[src/rtl/icache_pkg.sv]
// rtl/icache_pkg.sv - shared types, geometry defaults and address-field helpers for the icache refill path
//
// Purpose: the refill FSM state type, the default cache geometry (OW/IW/TW
// derived from it), and helpers that split a fetch address into
// word-offset / line-index / tag fields or line-align it.
// The helpers take the field widths as arguments, so a controller built with
// non-default parameters reuses them unchanged. Addresses are widened to
// 64 bits on the way in and the caller slices the result back down.
// Ports: none (package).
package icache_pkg;

  typedef enum logic [1:0] {
    LOOKUP,
    MISS_REQ,
    REFILL,
    UPDATE
  } state_t;

  localparam int ADDR_WIDTH_DEF = 32;
  localparam int LINES_DEF      = 64;
  localparam int LINE_WORDS_DEF = 4;

  localparam int OW = $clog2(LINE_WORDS_DEF);
  localparam int IW = $clog2(LINES_DEF);
  localparam int TW = ADDR_WIDTH_DEF - IW - OW - 2;

  typedef logic [63:0] xaddr_t;

  function automatic xaddr_t field_mask(input int width);
    return (xaddr_t'(1) << width) - xaddr_t'(1);
  endfunction

  // word offset inside the line: addr[ow+1:2]
  function automatic xaddr_t addr_offset(input xaddr_t addr, input int ow);
    return (addr >> 2) & field_mask(ow);
  endfunction

  // line index: addr[iw+ow+1:ow+2]
  function automatic xaddr_t addr_index(input xaddr_t addr, input int ow, input int iw);
    return (addr >> (ow + 2)) & field_mask(iw);
  endfunction

  // tag: everything above the index
  function automatic xaddr_t addr_tag(input xaddr_t addr, input int ow, input int iw);
    return addr >> (iw + ow + 2);
  endfunction

  // clear the byte and word-offset bits so the address points at the first word of its line
  function automatic xaddr_t line_align(input xaddr_t addr, input int ow);
    return addr & ~field_mask(ow + 2);
  endfunction

endpackage

[src/rtl/icache_refill_controller_if.sv]
// rtl/icache_refill_controller_if.sv - line-fill handshake between the icache controller and memory
//
// Purpose: bundles the memory-side refill request/response signals.
// Ports (signals):
//   MEM_REQ        line-fill request, held until MEM_ACK
//   MEM_ADDR       line-aligned miss address
//   MEM_ACK        request accepted
//   MEM_DATA       refill beat
//   MEM_DATA_VALID beat present this cycle
// Modports: master = cache controller, slave = memory system.
interface icache_refill_controller_if
  import icache_pkg::*;
#(
  parameter int ADDR_WIDTH = ADDR_WIDTH_DEF
);

  logic                  MEM_REQ;
  logic [ADDR_WIDTH-1:0] MEM_ADDR;
  logic                  MEM_ACK;
  logic [31:0]           MEM_DATA;
  logic                  MEM_DATA_VALID;

  modport master (
    output MEM_REQ,
    output MEM_ADDR,
    input  MEM_ACK,
    input  MEM_DATA,
    input  MEM_DATA_VALID
  );

  modport slave (
    input  MEM_REQ,
    input  MEM_ADDR,
    output MEM_ACK,
    output MEM_DATA,
    output MEM_DATA_VALID
  );

endinterface

[src/rtl/icache_tag_array.sv]
// rtl/icache_tag_array.sv - tag store and valid vector for the direct-mapped icache
//
// Purpose: LINES x TW tag registers plus one valid bit per line.
// Ports:
//   clk        clock
//   clear      synchronous clear of every valid bit (reset or flush); wins over valid_set
//   rd_index   combinational read port index
//   rd_tag     tag stored at rd_index
//   rd_valid   valid bit at rd_index
//   tag_we     write wr_tag into line wr_index
//   wr_index   tag write index
//   wr_tag     tag write data
//   valid_set  set valid bit of line set_index
//   set_index  valid set index
// The tag registers are never reset; only the valid bits qualify them.
module icache_tag_array #(
  parameter int LINES = 64,
  parameter int IW    = 6,
  parameter int TW    = 22
) (
  input  logic          clk,
  input  logic          clear,
  input  logic [IW-1:0] rd_index,
  output logic [TW-1:0] rd_tag,
  output logic          rd_valid,
  input  logic          tag_we,
  input  logic [IW-1:0] wr_index,
  input  logic [TW-1:0] wr_tag,
  input  logic          valid_set,
  input  logic [IW-1:0] set_index
);

  logic [TW-1:0]    tags [LINES];
  logic [LINES-1:0] valid;

  always_ff @(posedge clk) begin
    if (tag_we) begin
      tags[wr_index] <= wr_tag;
    end
  end

  always_ff @(posedge clk) begin
    if (clear) begin
      valid <= '0;
    end else if (valid_set) begin
      valid[set_index] <= 1'b1;
    end
  end

  assign rd_tag   = tags[rd_index];
  assign rd_valid = valid[rd_index];

endmodule

[src/rtl/icache_refill_controller.sv]
// rtl/icache_refill_controller.sv - miss detection and line-refill sequencer for the direct-mapped icache
//
// Purpose: looks up the fetch PC in the tag array, reports hits to fetch,
// and on a miss requests the line from memory, streams the returned beats
// into the external data RAM and then validates the line. Handles whole-cache
// invalidation (FLUSH), deferring it to the end of an in-flight refill.
// Ports:
//   CLK, RST                 clock, synchronous active-high reset
//   PC, PC_VALID             fetch address and request qualifier
//   INSTRUCTION_CACHE_STALL  blocks launching a new refill
//   FLUSH                    invalidate all lines
//   INSTRUCTION_CACHE_READY  data RAM output at DATA_RADDR is a valid hit
//   DATA_RADDR               {index, offset} of PC, combinational
//   DATA_WE/WADDR/WDATA      data RAM write port fed by refill beats
//   mem                      memory line-fill handshake (master side)
//   REFILL_BUSY              FSM is not in LOOKUP
module icache_refill_controller
  import icache_pkg::*;
#(
  parameter int ADDR_WIDTH = ADDR_WIDTH_DEF,
  parameter int LINES      = LINES_DEF,
  parameter int LINE_WORDS = LINE_WORDS_DEF
) (
  input  logic                                         CLK,
  input  logic                                         RST,
  input  logic [ADDR_WIDTH-1:0]                        PC,
  input  logic                                         PC_VALID,
  input  logic                                         INSTRUCTION_CACHE_STALL,
  input  logic                                         FLUSH,
  output logic                                         INSTRUCTION_CACHE_READY,
  output logic [$clog2(LINES)+$clog2(LINE_WORDS)-1:0]  DATA_RADDR,
  output logic                                         DATA_WE,
  output logic [$clog2(LINES)+$clog2(LINE_WORDS)-1:0]  DATA_WADDR,
  output logic [31:0]                                  DATA_WDATA,
  icache_refill_controller_if.master                   mem,
  output logic                                         REFILL_BUSY
);

  localparam int OFF_W = $clog2(LINE_WORDS);
  localparam int IDX_W = $clog2(LINES);
  localparam int TAG_W = ADDR_WIDTH - IDX_W - OFF_W - 2;

  state_t                  state;
  logic [ADDR_WIDTH-1:0]   miss_addr;
  logic [OFF_W-1:0]        beat_cnt;
  logic                    pending_flush;
  logic                    mem_req_q;

  logic [OFF_W-1:0]        pc_off;
  logic [IDX_W-1:0]        pc_idx;
  logic [TAG_W-1:0]        pc_tag;
  logic [IDX_W-1:0]        miss_idx;
  logic [TAG_W-1:0]        miss_tag;
  logic [ADDR_WIDTH-1:0]   pc_line;

  logic [TAG_W-1:0]        rd_tag;
  logic                    rd_valid;
  logic                    hit;
  logic                    last_beat;
  logic                    beat_write;
  logic                    clear_all;
  logic                    valid_set;

  assign pc_off   = OFF_W'(addr_offset(xaddr_t'(PC), OFF_W));
  assign pc_idx   = IDX_W'(addr_index(xaddr_t'(PC), OFF_W, IDX_W));
  assign pc_tag   = TAG_W'(addr_tag(xaddr_t'(PC), OFF_W, IDX_W));
  assign pc_line  = ADDR_WIDTH'(line_align(xaddr_t'(PC), OFF_W));
  assign miss_idx = IDX_W'(addr_index(xaddr_t'(miss_addr), OFF_W, IDX_W));
  assign miss_tag = TAG_W'(addr_tag(xaddr_t'(miss_addr), OFF_W, IDX_W));

  assign hit       = PC_VALID & rd_valid & (rd_tag == pc_tag);
  assign last_beat = (beat_cnt == OFF_W'(LINE_WORDS - 1));

  // Beats are gated by RST so a beat landing in the reset cycle of an
  // abandoned refill never reaches the data RAM or the tag store.
  assign beat_write = (state == REFILL) & mem.MEM_DATA_VALID & ~RST;

  // A flush seen in UPDATE itself is folded into the deferred flush so it is
  // not lost when pending_flush is cleared on the way back to LOOKUP.
  assign clear_all = RST
                   | ((state == LOOKUP) & FLUSH)
                   | ((state == UPDATE) & (pending_flush | FLUSH));
  assign valid_set = (state == UPDATE) & ~pending_flush & ~FLUSH;

  icache_tag_array #(
    .LINES (LINES),
    .IW    (IDX_W),
    .TW    (TAG_W)
  ) u_tag_array (
    .clk       (CLK),
    .clear     (clear_all),
    .rd_index  (pc_idx),
    .rd_tag    (rd_tag),
    .rd_valid  (rd_valid),
    .tag_we    (beat_write & last_beat),
    .wr_index  (miss_idx),
    .wr_tag    (miss_tag),
    .valid_set (valid_set),
    .set_index (miss_idx)
  );

  always_ff @(posedge CLK) begin
    if (RST) begin
      state         <= LOOKUP;
      mem_req_q     <= 1'b0;
      beat_cnt      <= '0;
      pending_flush <= 1'b0;
    end else begin
      case (state)
        LOOKUP: begin
          if (!FLUSH && PC_VALID && !hit && !INSTRUCTION_CACHE_STALL) begin
            miss_addr <= pc_line;
            mem_req_q <= 1'b1;
            state     <= MISS_REQ;
          end
        end
        MISS_REQ: begin
          if (FLUSH) begin
            pending_flush <= 1'b1;
          end
          if (mem.MEM_ACK) begin
            mem_req_q <= 1'b0;
            beat_cnt  <= '0;
            state     <= REFILL;
          end
        end
        REFILL: begin
          if (FLUSH) begin
            pending_flush <= 1'b1;
          end
          if (mem.MEM_DATA_VALID) begin
            beat_cnt <= beat_cnt + OFF_W'(1);
            if (last_beat) begin
              state <= UPDATE;
            end
          end
        end
        UPDATE: begin
          pending_flush <= 1'b0;
          state         <= LOOKUP;
        end
        default: begin
          state <= LOOKUP;
        end
      endcase
    end
  end

  assign mem.MEM_REQ  = mem_req_q;
  assign mem.MEM_ADDR = miss_addr;

  assign INSTRUCTION_CACHE_READY = (state == LOOKUP) & hit & ~FLUSH;
  assign DATA_RADDR  = {pc_idx, pc_off};
  assign DATA_WE     = beat_write;
  assign DATA_WADDR  = {miss_idx, beat_cnt};
  assign DATA_WDATA  = mem.MEM_DATA;
  assign REFILL_BUSY = (state != LOOKUP);

endmodule

[src/flat_wrapper.sv]
// flat-port wrapper written by rule: the top's interface ports become plain ports
module icache_refill_controller_flat import icache_pkg::*;
#(
  parameter int ADDR_WIDTH = ADDR_WIDTH_DEF,
  parameter int LINES      = LINES_DEF,
  parameter int LINE_WORDS = LINE_WORDS_DEF
)
  (CLK, RST, PC, PC_VALID, INSTRUCTION_CACHE_STALL, FLUSH, INSTRUCTION_CACHE_READY, DATA_RADDR, DATA_WE, DATA_WADDR, DATA_WDATA, REFILL_BUSY, mem_MEM_REQ, mem_MEM_ADDR, mem_MEM_ACK, mem_MEM_DATA, mem_MEM_DATA_VALID);
  icache_refill_controller_if #(.ADDR_WIDTH(ADDR_WIDTH)) mem_i ();
  input  logic CLK;
  input  logic RST;
  input  logic [ADDR_WIDTH-1:0] PC;
  input  logic PC_VALID;
  input  logic INSTRUCTION_CACHE_STALL;
  input  logic FLUSH;
  output logic INSTRUCTION_CACHE_READY;
  output logic [$clog2(LINES)+$clog2(LINE_WORDS)-1:0] DATA_RADDR;
  output logic DATA_WE;
  output logic [$clog2(LINES)+$clog2(LINE_WORDS)-1:0] DATA_WADDR;
  output logic [31:0] DATA_WDATA;
  output logic REFILL_BUSY;
  output wire logic [$bits(mem_i.MEM_REQ)-1:0] mem_MEM_REQ;
  output wire logic [$bits(mem_i.MEM_ADDR)-1:0] mem_MEM_ADDR;
  input wire logic [$bits(mem_i.MEM_ACK)-1:0] mem_MEM_ACK;
  input wire logic [$bits(mem_i.MEM_DATA)-1:0] mem_MEM_DATA;
  input wire logic [$bits(mem_i.MEM_DATA_VALID)-1:0] mem_MEM_DATA_VALID;
  assign mem_MEM_REQ = mem_i.MEM_REQ;
  assign mem_MEM_ADDR = mem_i.MEM_ADDR;
  assign mem_i.MEM_ACK = mem_MEM_ACK;
  assign mem_i.MEM_DATA = mem_MEM_DATA;
  assign mem_i.MEM_DATA_VALID = mem_MEM_DATA_VALID;
  icache_refill_controller #(.ADDR_WIDTH(ADDR_WIDTH), .LINES(LINES), .LINE_WORDS(LINE_WORDS)) u_core (.CLK(CLK), .RST(RST), .PC(PC), .PC_VALID(PC_VALID), .INSTRUCTION_CACHE_STALL(INSTRUCTION_CACHE_STALL), .FLUSH(FLUSH), .INSTRUCTION_CACHE_READY(INSTRUCTION_CACHE_READY), .DATA_RADDR(DATA_RADDR), .DATA_WE(DATA_WE), .DATA_WADDR(DATA_WADDR), .DATA_WDATA(DATA_WDATA), .mem(mem_i), .REFILL_BUSY(REFILL_BUSY));
endmodule
[config.mk]
export PLATFORM = sky130hd
export DESIGN_NAME = icache_refill_controller_flat
export DESIGN_NICKNAME = d
export VERILOG_FILES = /design/src/rtl/icache_pkg.sv /design/src/rtl/icache_refill_controller_if.sv /design/src/rtl/icache_tag_array.sv /design/src/rtl/icache_refill_controller.sv /design/src/flat_wrapper.sv
export SDC_FILE = /design/constraint.sdc
export NUM_CORES = 1
export LEC_CHECK = 0
export CORE_ASPECT_RATIO = 1.75
export CORE_MARGIN = 4
export CORE_UTILIZATION = 50
export CTS_BUF_LIST = sky130_fd_sc_hd__clkbuf_2
export CTS_CLUSTER_SIZE = 16
export DETAILED_ROUTE_END_ITERATION = 10
export PLACE_DENSITY = 0.73
export SETUP_SLACK_MARGIN = 0.1
export SYNTH_ARGS = -nofsm -noshare
export SYNTH_HDL_FRONTEND = slang
export SYNTH_SLANG_ARGS = --single-unit
[constraint.sdc]
create_clock -name CLK -period 10.95 [get_ports CLK]
set_input_delay 2.19 -clock CLK [delete_from_list [all_inputs] [get_ports CLK]]
set_output_delay 2.19 -clock CLK [all_outputs]
set_load 0.02 [all_outputs]
[Word level (Yosys, flattened, before mapping)]
Memory sizes are Yosys's and may differ from the RTL's.
Index checks and enable logic that the tools add are counted.
Word-level totals
  register bits after elaboration: 98
  bits in latches: 0
  memory bits (writable): 1408
  bits in read-only memories: 0
  input bits: 71
  output and inout bits: 84
  word-level logic and storage cells: 76
  memories: 1
Operators by class
  $add $sub $neg: 1
  multipliers: 0
  div/mod/pow operators: 0
  magnitude comparators: 3
  equality and inequality tests: 10
  shift-type cells: 0
  mux-type cells: 19
  bitwise gates (word level): 18
  reduce and logical (&&, ||, !) cells: 18
Memory list
  u_core.u_tag_array.tags: words 64, width 22, read ports 1, clocked after Yosys merged registers in 0, wr ports 1, RTL line icache_tag_array.sv:33  | logic [TW-1:0] tags [LINES];
Operators with widths (count)
  OR 64 bit: 1
  == test 22 bit: 1
  less-than comparator 6 x 7 -> 1 bit (second input constant): 2
  two-way mux 2 bit: 6
  bitwise AND 1 bit: 11
  AND reduction 3 bit: 3
  case mux 2 bit (4 select lines): 1
  nonzero test 2 bit: 4
  two-way mux 1 bit: 7
  binary-select mux 1 bit (select 6 bit): 1
  demux 1 bit (select 6 bit): 1
  == test 2 bit (second input constant): 3
  greater-or-equal comparator 6 x 1 -> 1 bit (second input constant): 1
  inequality test 2 bit (second input constant): 3
  logical AND 1 bit: 4
  inequality test 2 x 1 -> 1 bit (second input constant): 2
  case mux 1 bit (2 select lines): 2
  case mux 2 bit (2 select lines): 1
  AND reduction 4 bit: 1
  logical NOT 1 bit: 3
  inverter 1 bit: 3
  OR 1 bit: 3
  adder 2 x 1 -> 2 bit (second input constant): 1
  == test 2 x 1 -> 1 bit (second input constant): 1
  other kinds (3): 3

[Depth between registers and ports, before layout]
  depth in word-level cells: 9
  depth in mapped cells: 16
  mapped depth without buffers: 10

[Cells and area by module]
A second synthesis with hierarchy kept.
Unflattened totals
  cell total of the unflattened synthesis: 2845
  area total of the unflattened synthesis: 58537.4 um^2
Modules (own cells, without submodules)
  icache_tag_array: instances 1, cells an instance 2667, area an instance 56525.5 um^2, seq. area each 43561.8 um^2
  icache_refill_controller: instances 1, cells an instance 178, area an instance 2011.9 um^2, seq. area each 960.9 um^2

[Least setup slack after synthesis]
Ideal clock, no wire load.
  kind: input-to-output
  start: in PC[4]
  end: out INSTRUCTION_CACHE_READY
  arrival: 5203 ps
  data required time: 8760 ps
  path slack: 3557 ps
  stages: 11
  buffers on the path: 2
  cells stage by stage: buf_6 -> buf_8 -> mux4_1 -> mux4_2 -> and2_1 -> o32ai_1 -> xor2_1 -> o221ai_1 -> nor4b_1 -> and4_1 -> nor3b_1
On the way
  longest elaborated chain between the ends: 6
  elaborated cells between the ends (all ways): 8
  classes of those cells: 1 x eq/ne; 2 x mux; 4 x bitwise; 1 x memory
Ends and longest elaborated chain
  start, declared: RTL line flat_wrapper.sv:12  | input logic [ADDR_WIDTH-1:0] PC;
  branches (longest 3 deep; another with memory read (64 x 22 bit))
  bitwise AND 1 bit (*): RTL line icache_refill_controller.sv:71  | assign hit = PC_VALID & rd_valid & (rd_tag == pc_tag);
  bitwise AND 1 bit (*) (2 in series): RTL line icache_refill_controller.sv:152  | assign INSTRUCTION_CACHE_READY = (state == LOOKUP) & hit & ~FLUSH;
  end, declared: RTL line flat_wrapper.sv:16  | output logic INSTRUCTION_CACHE_READY;
Mark *: on every way between the ends. The select of a mux whose other input is x is not followed.

[Final worst setup path]
  start: in PC[5]
  end: out INSTRUCTION_CACHE_READY
Same word-level chain as after synthesis.

==> impl_metrics.env <==
export IMPL_drcViolationCount=0
export IMPL_cp_num_buf_inv=3
export IMPL_busiest_layer="met2"
export IMPL_avgSynthCellArea_um2=20.65
export IMPL_max_cap_viol_count=0
export IMPL_fin_nets=3296
export IMPL_cts_reportedPaths_clkPinSlew_ns=0.09
export IMPL_layout_drive_gt1_share_pct=30.60
export IMPL_antenna_found_initial=8
export IMPL_synth_cells=2866
export IMPL_p_per_area_mw_per_mm2=157.4
export IMPL_cts_setup_buffers=0
export IMPL_fmax_ghz=0.1051
export IMPL_hold_viol_final=0
export IMPL_worstSetupPathType="in2out"
export IMPL_ys_ff_latch=1506
export IMPL_yosysSeqAreaShare_pct=75.24
export IMPL_outcome="complete, no violations"
export IMPL_relSlewSlack_pct=8.998
export IMPL_worstMarginPinSlew_ns=1.365
export IMPL_synthMuxAreaShare_pct=16.13
export IMPL_wire_per_inst_um=33.39
export IMPL_dieArea_mm2=0.1241
export IMPL_cp_end_kind="output pin"
export IMPL_worst_path_largest_cell_delay_ns=1.01
export IMPL_tns_ns=0
export IMPL_yosys_warnings=0
export IMPL_track_usage_pct=26.73
export IMPL_dp_hpwl_um=100800
export IMPL_critPathTopFamily="compound AO/OA/AOI/OAI gates"
export IMPL_gr_total_overflow=0
export IMPL_grt_use_met3_pct=6.059
export IMPL_yosys_area_share_adder_pct=0.1057
export IMPL_drv_slew=0
export IMPL_grt_pass1_wl_um=232200
export IMPL_post_route_period_util_pct=86.92
export IMPL_synth_cell_types=75
export IMPL_setup_viol=0
export IMPL_fin_crit_ns=9.518
export IMPL_grt_pass1_vias=32430
export IMPL_ctsResizeCount=0
export IMPL_die_y_um=463.1
export IMPL_cp_cell_sequence="buf_8 -> buf_12 -> mux4_2 -> a221oi_1 -> a41oi_1 -> o32ai_1 -> xor2_1 -> o221ai_1 -> nor4b_1 -> and4_1 -> nor3b_1 -> clkdlybuf4s50_1"
export IMPL_start_util_pct=50.42
export IMPL_arrival_ns=7.33
export IMPL_final_setup_skew_ns=0.1482
export IMPL_viasPerCell=6.365
export IMPL_vias=31550
export IMPL_ir_worst_vdd_mv=0.1021
export IMPL_cts_tree="done"
export IMPL_cts_buffers=323
export IMPL_dp_cells=4407
export IMPL_netlist_area_mm2=0.05917
export IMPL_boundaryPins=155
export IMPL_startpoint_type="input port"
export IMPL_root_buffer="clkbuf_2"
export IMPL_met1_usage_pct=30.31
export IMPL_dr_pass1_iters=6
export IMPL_ctsHoldBuffers=0
export IMPL_routed_wl_um=165500
export IMPL_synth_top_family_by_area="multiplexers"
export IMPL_rows=166
export IMPL_synth_compound_area_share_pct=2.550
export IMPL_finalPower_mw=10.16
export IMPL_synth_xor_area_share_pct=0.1924
export IMPL_critPathMaxFanout=57
export IMPL_core_area_mm2=0.1174
export IMPL_finalNonFillerCells=4957
export IMPL_clockBufferDepth=4
export IMPL_drt_iter0_drc=3679
export IMPL_synthArstFlopShare_pct=0
export IMPL_finalWeightedCongestion=0.9506
export IMPL_ant_nets=0
export IMPL_p_leak_nw=20.92
export IMPL_synthFlopType="edfxtp_1"
export IMPL_h_tree_depth=5
export IMPL_io_buffers=80
export IMPL_cp_data_required_time_ns=8.76
export IMPL_slowest_stage="a221oi_1"
export IMPL_synth_simple_area_share_pct=3.364
export IMPL_rsz0062_at_grt="no"
export IMPL_clk_latency_ns=1.65
export IMPL_hold_path_class="reg2reg"
export IMPL_clock_sinks=1506
export IMPL_dieWidth_um=268.1
export IMPL_grt_max_degree=88
export IMPL_use_met2_pct=44.42
export IMPL_area_growth_syn_to_layout_pct=9.118
export IMPL_synth_edf_count=1436
==> synthesized netlist by cell type, drive strengths merged (7+ instances only) <==
cell type / count / area share, %
mux4: 371 / 14
mux2i: 94 / 1.6
nand3: 41 / 0.35
and3: 8 / 0.085
nand2b: 16 / 0.18
buf: 162 / 2.1
or3b: 8 / 0.12
nor3: 17 / 0.14
a31oi: 9 / 0.095
dfxtp: 70 / 2.4
nand3b: 7 / 0.089
nor2b: 16 / 0.17
a22oi: 36 / 0.46
xnor2: 9 / 0.13
inv: 10 / 0.063
nor2: 174 / 1.1
o22ai: 20 / 0.21
a32oi: 8 / 0.12
a21oi: 87 / 0.74
edfxtp: 1436 / 73
clkbuf: 38 / 0.25
nand2: 90 / 0.57
nor4: 8 / 0.085
o21ai: 18 / 0.15
mux2: 11 / 0.21
==> cells in the final DEF (no fill, tap or decap), types with 33 or more instances in the layout <==
cell type,n
edfxtp_1,1436
clkbuf_2,442
mux4_2,338
buf_4,139
nor2_1,108
mux2i_1,94
nand2_1,90
a21oi_1,87
clkinv_1,78
clkdlybuf4s50_1,74
dfxtp_1,70
nor2_2,65
nand3_1,41
a22oi_1,36
mux4_1,33
==> power breakdown <==
part | internal, mW | switching, mW | leakage, nW
Clock | 1.16 | 2.06 | 2.08
Combinational | 0.240 | 0.420 | 5.37
Sequential | 6.27 | 0.0169 | 13.5
==> registers in the layout (all words and copies together), names as in the netlist <==
signal	count
u_core.u_tag_array.valid	64
u_core.state	2
u_core.pending_flush	1
u_core.beat_cnt	2
u_core.mem.MEM_ADDR	28
u_core.u_tag_array.tags	1408
u_core.mem.MEM_REQ	1
==> layer usage <==
layer / wire (µm) / up-vias
met5: 14 / -
met4: 14210 / 2
met3: 14290 / 510
met2: 83540 / 2001
met1: 53450 / 16320
li1: - / 12720
==> logic make-up (layout without fill, tap and decap cells) <==
logic type,Yosys count,after routing
compound gates,232,232
xor+xnor,13,13
fa+ha+maj,5,5
buf+inv,210,779
flops,1506,1506
mux,476,476
other cells,1,11
simple gates,423,423
==> through the flow <==
| stage | hold WS (ns) | utilization [%] | setup slack [ns] | cell area (µm²) |
|---|---|---|---|---|
| 6_report | 0.4799 | 55.02 | 1.432 | 64570 |
| 5_1_grt | 0.5035 | 55.02 | 1.382 | 64560 |
| 4_1_cts | 0.4775 | 55.01 | 1.513 | 64550 |
| 3_5_place_dp | 0.4570 | 52.72 | 1.522 | 61870 |
| 3_3_place_gp | 0.4426 | 52.72 | 1.494 | 61870 |
| 2_1_floorplan | 0.4315 | - | 3.557 | 59180 |
==> final cells by class <==
cell class | count | area, µm²
clock inverter | 101 | 471.7
sequential | 1506 | 44520
fill | 8771 | 52780
antenna | 7 | 17.52
clock buffer | 442 | 2212
tap | 1512 | 1892
multi-input combinational | 1153 | 13420
timing repair buffer | 226 | 1999
inverter | 10 | 37.54
==> worst reg2reg max path: stages, from the launching register on <==
cell,delay [ns]
edfxtp_1,0.39
mux4_2,0.46
a221oi_1,1.01
a41oi_1,0.24
o32ai_1,0.34
xor2_1,0.41
o221ai_1,0.22
nor4b_1,0.25
and4_1,0.41
or2_1,0.22
nor2_4,0.05
buf_4,0.30
==> path summary, 6_finish.rpt <==
kind | from | to | slack [ns] | cells after the start
hold / removal | u_core.u_tag_array.valid[58] | u_core.u_tag_array.valid[58] | 0.48 | 2
hold reg to reg | u_core.u_tag_array.valid[58] | u_core.u_tag_array.valid[58] | 0.48 | 2
setup reg to reg | u_core.u_tag_array.tags[48][16] | u_core.mem.MEM_ADDR[11] | 6.29 | 11
setup / recovery | PC[5] | INSTRUCTION_CACHE_READY | 1.43 | 12
(Power assumes the default switching activity.)
